### src/rtl/ps2_rx_decoder_pkg.sv
// Shared types and scan-code constants for the PS/2 receive decoder.
package ps2_rx_decoder_pkg;

  typedef enum logic [2:0] {
    ST_IDLE,
    ST_DATA,
    ST_PARITY,
    ST_STOP,
    ST_DECODE
  } state_t;

  localparam logic [7:0] SC_BREAK  = 8'hF0;
  localparam logic [7:0] SC_EXT    = 8'hE0;
  localparam logic [7:0] SC_BAT    = 8'hAA;
  localparam logic [7:0] SC_ACK    = 8'hFA;
  localparam logic [7:0] SC_ECHO   = 8'hEE;
  localparam logic [7:0] SC_RESEND = 8'hFE;
  localparam logic [7:0] SC_ERR0   = 8'h00;
  localparam logic [7:0] SC_ERR1   = 8'hFF;

  // Device status/response bytes that never represent a key.
  function automatic logic is_status(input logic [7:0] b);
    return (b == SC_BAT) || (b == SC_ACK) || (b == SC_ECHO) ||
           (b == SC_RESEND) || (b == SC_ERR0) || (b == SC_ERR1);
  endfunction

endpackage

### src/rtl/ps2_rx_decoder_if.sv
// Write side of the downstream receive FIFO.
interface ps2_rx_decoder_if;
  logic       wr;
  logic [7:0] dout;
  logic       fifo_full;

  modport master (output wr, output dout, input fifo_full);
  modport slave  (input wr, input dout, output fifo_full);
endinterface

### src/rtl/ps2_rx_decoder_in_filter.sv
// Synchronises both PS/2 lines, deglitches ps2_clk and emits a falling-edge pulse.
module ps2_in_filter #(
  parameter int FILT_LEN = 8
) (
  input  logic clk,
  input  logic rst,
  input  logic ps2_clk,
  input  logic ps2_data,
  output logic fe,
  output logic data
);

  localparam int CW = $clog2(FILT_LEN + 1);

  logic [1:0]    clk_sync;
  logic [1:0]    data_sync;
  logic          filt;
  logic [CW-1:0] cnt;

  // NOTE: synchroniser and filter reset to 1 so an idle (high) bus gives no edge out of reset.
  always_ff @(posedge clk or negedge rst) begin
    if (!rst) begin
      clk_sync  <= 2'b11;
      data_sync <= 2'b11;
      filt      <= 1'b1;
      cnt       <= '0;
      fe        <= 1'b0;
    end else begin
      // NOTE: non-blocking assignments keep every register reading the pre-edge value.
      clk_sync  <= {clk_sync[0], ps2_clk};
      data_sync <= {data_sync[0], ps2_data};
      fe        <= 1'b0;
      if (clk_sync[1] == filt) begin
        cnt <= '0;
      end else if (cnt == CW'(FILT_LEN - 1)) begin
        filt <= clk_sync[1];
        cnt  <= '0;
        fe   <= filt;
      end else begin
        cnt <= cnt + 1'b1;
      end
    end
  end

  assign data = data_sync[1];

endmodule

### src/rtl/ps2_rx_decoder.sv
// PS/2 frame receiver and scan-code filter writing key-press codes into a FIFO.
module ps2_rx_decoder
  import ps2_rx_decoder_pkg::*;
#(
  parameter int FILT_LEN    = 8,
  parameter int TIMEOUT_CYC = 20000
) (
  input  logic                     clk,
  input  logic                     rst,
  input  logic                     ps2_clk,
  input  logic                     ps2_data,
  ps2_rx_decoder_if.master         fifo,
  output logic                     err,
  output logic                     overrun,
  input  logic                     clr_overrun,
  output logic                     busy
);

  localparam int TW = $clog2(TIMEOUT_CYC + 1);

  state_t        state, state_nx;
  logic          fe, data;
  logic [7:0]    shreg;
  logic [2:0]    bitcnt;
  logic          par_bit;
  logic [TW-1:0] tcnt;
  logic          brk, ext;
  logic          brk_nx, ext_nx, write_nx, err_nx, ovr_set;
  logic          timeout, frame_ok, in_frame;

  ps2_in_filter #(.FILT_LEN(FILT_LEN)) u_filt (
    .clk      (clk),
    .rst      (rst),
    .ps2_clk  (ps2_clk),
    .ps2_data (ps2_data),
    .fe       (fe),
    .data     (data)
  );

  assign in_frame = (state == ST_DATA) || (state == ST_PARITY) || (state == ST_STOP);
  assign timeout  = in_frame && !fe && (tcnt == TW'(TIMEOUT_CYC - 1));
  assign frame_ok = data && (^{shreg, par_bit});

  always_ff @(posedge clk or negedge rst) begin
    if (!rst) begin
      state     <= ST_IDLE;
      shreg     <= '0;
      bitcnt    <= '0;
      par_bit   <= 1'b0;
      tcnt      <= '0;
      brk       <= 1'b0;
      ext       <= 1'b0;
      fifo.wr   <= 1'b0;
      fifo.dout <= 8'h00;
      err       <= 1'b0;
      overrun   <= 1'b0;
    end else begin
      state   <= state_nx;
      brk     <= brk_nx;
      ext     <= ext_nx;
      fifo.wr <= write_nx;
      err     <= err_nx;
      if (write_nx) fifo.dout <= shreg;
      if (ovr_set) overrun <= 1'b1;
      else if (clr_overrun) overrun <= 1'b0;
      tcnt <= (in_frame && !fe) ? tcnt + 1'b1 : '0;
      if (fe) begin
        case (state)
          ST_IDLE:   bitcnt <= '0;
          ST_DATA: begin
            shreg  <= {data, shreg[7:1]};
            bitcnt <= bitcnt + 1'b1;
          end
          ST_PARITY: par_bit <= data;
          default:   ;
        endcase
      end
    end
  end

  always_comb begin
    state_nx = state;
    case (state)
      ST_IDLE:   if (fe && !data) state_nx = ST_DATA;
      ST_DATA:   if (timeout) state_nx = ST_IDLE;
                 else if (fe && bitcnt == 3'd7) state_nx = ST_PARITY;
      ST_PARITY: if (timeout) state_nx = ST_IDLE;
                 else if (fe) state_nx = ST_STOP;
      ST_STOP:   if (timeout) state_nx = ST_IDLE;
                 else if (fe) state_nx = frame_ok ? ST_DECODE : ST_IDLE;
      default:   state_nx = ST_IDLE;
    endcase
  end

  // NOTE: every output gets a default first so no path through the case infers a latch.
  always_comb begin
    brk_nx   = brk;
    ext_nx   = ext;
    write_nx = 1'b0;
    ovr_set  = 1'b0;
    busy     = (state != ST_IDLE);
    err_nx   = timeout || ((state == ST_STOP) && fe && !frame_ok);
    if (err_nx) begin
      brk_nx = 1'b0;
      ext_nx = 1'b0;
    end
    if (state == ST_DECODE) begin
      if (shreg == SC_BREAK) begin
        brk_nx = 1'b1;
      end else if (shreg == SC_EXT) begin
        ext_nx = 1'b1;
      end else if (is_status(shreg)) begin
        brk_nx = brk;
      end else if (brk) begin
        brk_nx = 1'b0;
        ext_nx = 1'b0;
      end else begin
        ext_nx = 1'b0;
        if (fifo.fifo_full) ovr_set = 1'b1;
        else write_nx = 1'b1;
      end
    end
  end

endmodule

### src/flat_wrapper.sv
// flat-port wrapper written by rule: the top's interface ports become plain ports
module ps2_rx_decoder_flat import ps2_rx_decoder_pkg::*;
#(
  parameter int FILT_LEN    = 8,
  parameter int TIMEOUT_CYC = 20000
)
  (clk, rst, ps2_clk, ps2_data, err, overrun, clr_overrun, busy, fifo_wr, fifo_dout, fifo_fifo_full);
  ps2_rx_decoder_if fifo_i ();
  input  logic clk;
  input  logic rst;
  input  logic ps2_clk;
  input  logic ps2_data;
  output logic err;
  output logic overrun;
  input  logic clr_overrun;
  output logic busy;
  output wire logic [$bits(fifo_i.wr)-1:0] fifo_wr;
  output wire logic [$bits(fifo_i.dout)-1:0] fifo_dout;
  input wire logic [$bits(fifo_i.fifo_full)-1:0] fifo_fifo_full;
  assign fifo_wr = fifo_i.wr;
  assign fifo_dout = fifo_i.dout;
  assign fifo_i.fifo_full = fifo_fifo_full;
  ps2_rx_decoder #(.FILT_LEN(FILT_LEN), .TIMEOUT_CYC(TIMEOUT_CYC)) u_core (.clk(clk), .rst(rst), .ps2_clk(ps2_clk), .ps2_data(ps2_data), .fifo(fifo_i), .err(err), .overrun(overrun), .clr_overrun(clr_overrun), .busy(busy));
endmodule
### config.mk
export PLATFORM = sky130hd
export DESIGN_NAME = ps2_rx_decoder_flat
export DESIGN_NICKNAME = d
export VERILOG_FILES = /design/src/rtl/ps2_rx_decoder_pkg.sv /design/src/rtl/ps2_rx_decoder_if.sv /design/src/rtl/ps2_rx_decoder_in_filter.sv /design/src/rtl/ps2_rx_decoder.sv /design/src/flat_wrapper.sv
export SDC_FILE = /design/constraint.sdc
export NUM_CORES = 1
export LEC_CHECK = 0
export BUFFER_PORTS_ARGS = -buffer_cell sky130_fd_sc_hd__buf_2
export CAP_MARGIN = 20
export CORE_UTILIZATION = 45
export CTS_CLUSTER_SIZE = 20
export DETAILED_ROUTE_END_ITERATION = 10
export GPL_TIMING_DRIVEN = 0
export SLEW_MARGIN = 10
export SYNTH_ARGS = -nofsm -noshare
export SYNTH_HDL_FRONTEND = slang
export SYNTH_HIERARCHICAL = 1
export SYNTH_SLANG_ARGS = --single-unit
### constraint.sdc
create_clock -name clk -period 2.2 [get_ports clk]
set_input_delay 0.22 -clock clk [delete_from_list [all_inputs] [get_ports clk]]
set_output_delay 0.22 -clock clk [all_outputs]
set_load 0.05 [all_outputs]
==> out/results.txt <==
RSZ-0062 raised after global routing -> false
Slew Limit Headroom -> 0.502
Main synth FF type -> dfrtp_1
Clock skew -> 0.00612 ns
Cell accounting for the most synthesized area -> dfrtp_1
Vias per cell -> 5.08
CTS Buffer Depth -> 2
Crit Path Category -> flip-flop to flip-flop
Via count -> 1,543
Total Nets Final -> 243
Clock-pin slew on the worst setup and hold paths -> 0.09 ns
Reg-to-Reg Start -> u_core/shreg[2]$_DFFE_PN0P_
Total gr overflow -> 0
Synth Instances -> 205
Final Critical Period -> 2.09 ns
Initial DRT Pass Iterations -> 4
Placeable Area -> 0.00514 sq mm
Critical Path AT -> 2.29 ns
Yosys cell types -> 44
Critical Path End Type -> flip-flop
Reg2reg path depth -> 5
CTS tree -> done
# clock sinks -> 52
Layout cells sized above 1 -> 0.261
Utilization after layout -> 0.538
Post-synth EDFFs -> 0
Clock Latency Late Sink -> 0.30 ns
Critical path destination -> u_core/fifo.dout[0]$_DFFE_PN0P_
Critical path launch point type -> flip-flop
Initial Util -> 0.470
WL/cell -> 12.6 um
Routed WL -> 3.83 mm
Initial antenna violation count -> 0
Layout fillers -> 470
Number of synthesized register bits -> 52
Synth area leaders -> dfrtp_1 (49%), mux2_4 (5.6%), dfstp_2 (5.4%)
Most frequent cell after synthesis -> dfrtp_1
Final instance area -> 0.00277 sq mm
Top cell type's share of synthesized area -> 0.487
Hold Vio Cnt, Final -> 0
HP Class -> primary input to flip-flop
CP max-delay cell -> or4_2
Largest delay contributor family on the critical path -> simple AND/OR/NAND/NOR gates
Crit. path cell count -> 5
Rows -> 26
Max incr delay on CP -> 0.71 ns
Die H -> 75.3 um
H-tree depth -> 2
Max Cap Violations -> 0
Ports -> 18
Placed inst area -> 0.00262 sq mm
Most frequent cells after synthesis -> dfrtp_1 (47), nor2_1 (20), nand2_1 (11), xnor2_1 (10)
Worst EP required -> 2.39 ns
Worst Setup SP -> u_core/shreg[2]$_DFFE_PN0P_
Period Utilization, post-route -> 0.951
Pwr Total -> 1.78 mW
Slew Viols, Final -> 0
Hpwl dp -> 2.71 mm
Measured slew at the worst slew-check pin -> 0.747 ns
N_diodes -> 0
Sequential fraction of the synthesis area -> 0.541
Count of port buffers added during placement -> 17
Syn nets -> 215
Global-route wire length before repair -> 7.05 mm
CTS root buffer -> clkbuf_8
Leak -> 1.32 nW
RR Endpoint -> u_core/fifo.dout[0]$_DFFE_PN0P_
CTS buffer count -> 5
Crit path buf inv count -> 1
Mean Syn Cell Area -> 11.8 sq um
DRC Markers -> 0
R2r setup slk -> 0.11 ns
Pin count of the biggest net entering global routing -> 32
Max VDD drop -> 491 uV
Status -> finished, final reports clean
Die width -> 75.3 um
Vias in the first global route -> 1,540
CP cell instances -> or4_2, a21oi_4, or3_1, buf_6, mux2_4
ANT nets after route -> 0
Post-CTS Setup Bufs -> 0
DRT iter0 DRCs -> 60
DIE AREA -> 0.00566 sq mm
Overall Global Routing Usage -> 0.167
Pwr dens -> 642 mW/mm^2
Max Clk Rate -> 0.478 GHz
Setup TNS Final -> 0 ns
Finish-stage setup viols -> 0
Yosys warning count -> 6
Netlist Area Pre-Place -> 0.00241 sq mm
Crit Path Max Fanout -> 9
FFs w/ async S/R, synth -> 1.00
RD Place Congestion -> 0.741
Layout overhead on the synthesized area -> 14.6%
## worst min path at each step
| stage | startpoint | endpoint | slack [ns] | cells past startpoint |
|---|---|---|---|---|
| after floorplan | rst | u_core/bitcnt[0]$_DFFE_PN0P_ | -0.08 | 0 |
| after global placement | ps2_clk | u_core/u_filt/clk_sync[0]$_DFF_PN1_ | 0.33 | 1 |
| after detailed placement | ps2_data | u_core/u_filt/data_sync[0]$_DFF_PN1_ | 0.33 | 1 |
| after CTS | clr_overrun | u_core/overrun$_DFFE_PN0P_ | 0.08 | 2 |
| after global routing | clr_overrun | u_core/overrun$_DFFE_PN0P_ | 0.09 | 2 |
| final | clr_overrun | u_core/overrun$_DFFE_PN0P_ | 0.09 | 2 |
## area by class of cell
cell class / count / area, sq um / share of cell area
Buffer: 5 / 28.8 / 0.0104
Clock buffer: 5 / 68.8 / 0.0249
Clock inverter: 3 / 42.5 / 0.0154
Inverter: 9 / 33.8 / 0.0122
Multi-Input combinational cell: 139 / 1050 / 0.381
Sequential cell: 52 / 1310 / 0.473
Tap cell: 70 / 87.6 / 0.0317
Timing Repair Buffer: 21 / 143 / 0.0516
## report_power, final
part	switching (mW)	total (mW)	internal, mW
logic	0.0526	0.107	0.0545
clock network	0.307	0.643	0.337
registers	0.0288	1.03	0.998
total	0.388	1.78	1.39
## stage by stage
step | setup WS, ns | instances | hold WS, ns
final | 0.107 | 304 | 0.0948
after global routing | 0.00400 | 304 | 0.0931
after global placement | 0.109 | 292 | 0.326
after detailed placement | 0.0686 | 293 | 0.326
after floorplan | 0.230 | 205 | -0.0756
after CTS | 0.0484 | 304 | 0.0805
## sequential cells by signal, indices dropped and copies added, names as in the netlist, 2 cells and up
register and count:
u_core/tcnt 15, u_core/u_filt/data_sync 2, u_core/fifo.dout 8, u_core/shreg 8, u_core/bitcnt 3, u_core/u_filt/clk_sync 2
u_core/state 3, u_core/u_filt/cnt 4
## kinds of logic after synthesis
logic type,count (synthesis),synth area share
multiplexers,19,0.102
AO/OA/AOI/OAI,18,0.0487
XOR/XNOR,20,0.0839
AND/OR/NAND/NOR,78,0.177
adder cells (fa/ha/maj),4,0.0207
flip-flops,52,0.541
buffers and inverters,14,0.0259
## cells in the final DEF (no fill, tap or decap), types with 2 or more instances in the layout
master / count
a211oi_1: 2
a21oi_1: 3
and3_1: 6
and4_1: 3
buf_2: 19
clkbuf_1: 2
clkbuf_8: 5
dfrtp_1: 47
dfstp_2: 5
dlygate4sd3_1: 3
ha_1: 4
inv_1: 9
mux2_2: 9
mux2_4: 9
nand2_1: 11
nand3_1: 9
nand4_1: 3
nor2_1: 19
nor2_2: 2
nor2b_1: 2
nor3_1: 3
nor3b_1: 3
nor4_1: 2
o21ai_0: 7
or3_1: 4
or4_1: 2
xnor2_1: 10
xnor3_1: 2
xor2_1: 8
## metal layers
metal / track usage / vias up / share of wire / wire length (um)
met1: 0.219 / 739 / 0.48 / 1860
met3: 0.0442 / 6 / 0.032 / 124
met4: 0.0556 / 0 / 0.013 / 49
li1: - / 775 / - / -
met2: 0.271 / 23 / 0.47 / 1800
met5: 0 / - / 0 / 0
## what timing repair did
action,in CTS,in global routing
endpoints found under the setup margin,0,11
gates resized for setup,0,2
hold endpoints to repair,21,0
hold buffers,3,0
Power figures use the tool's default switching activity.
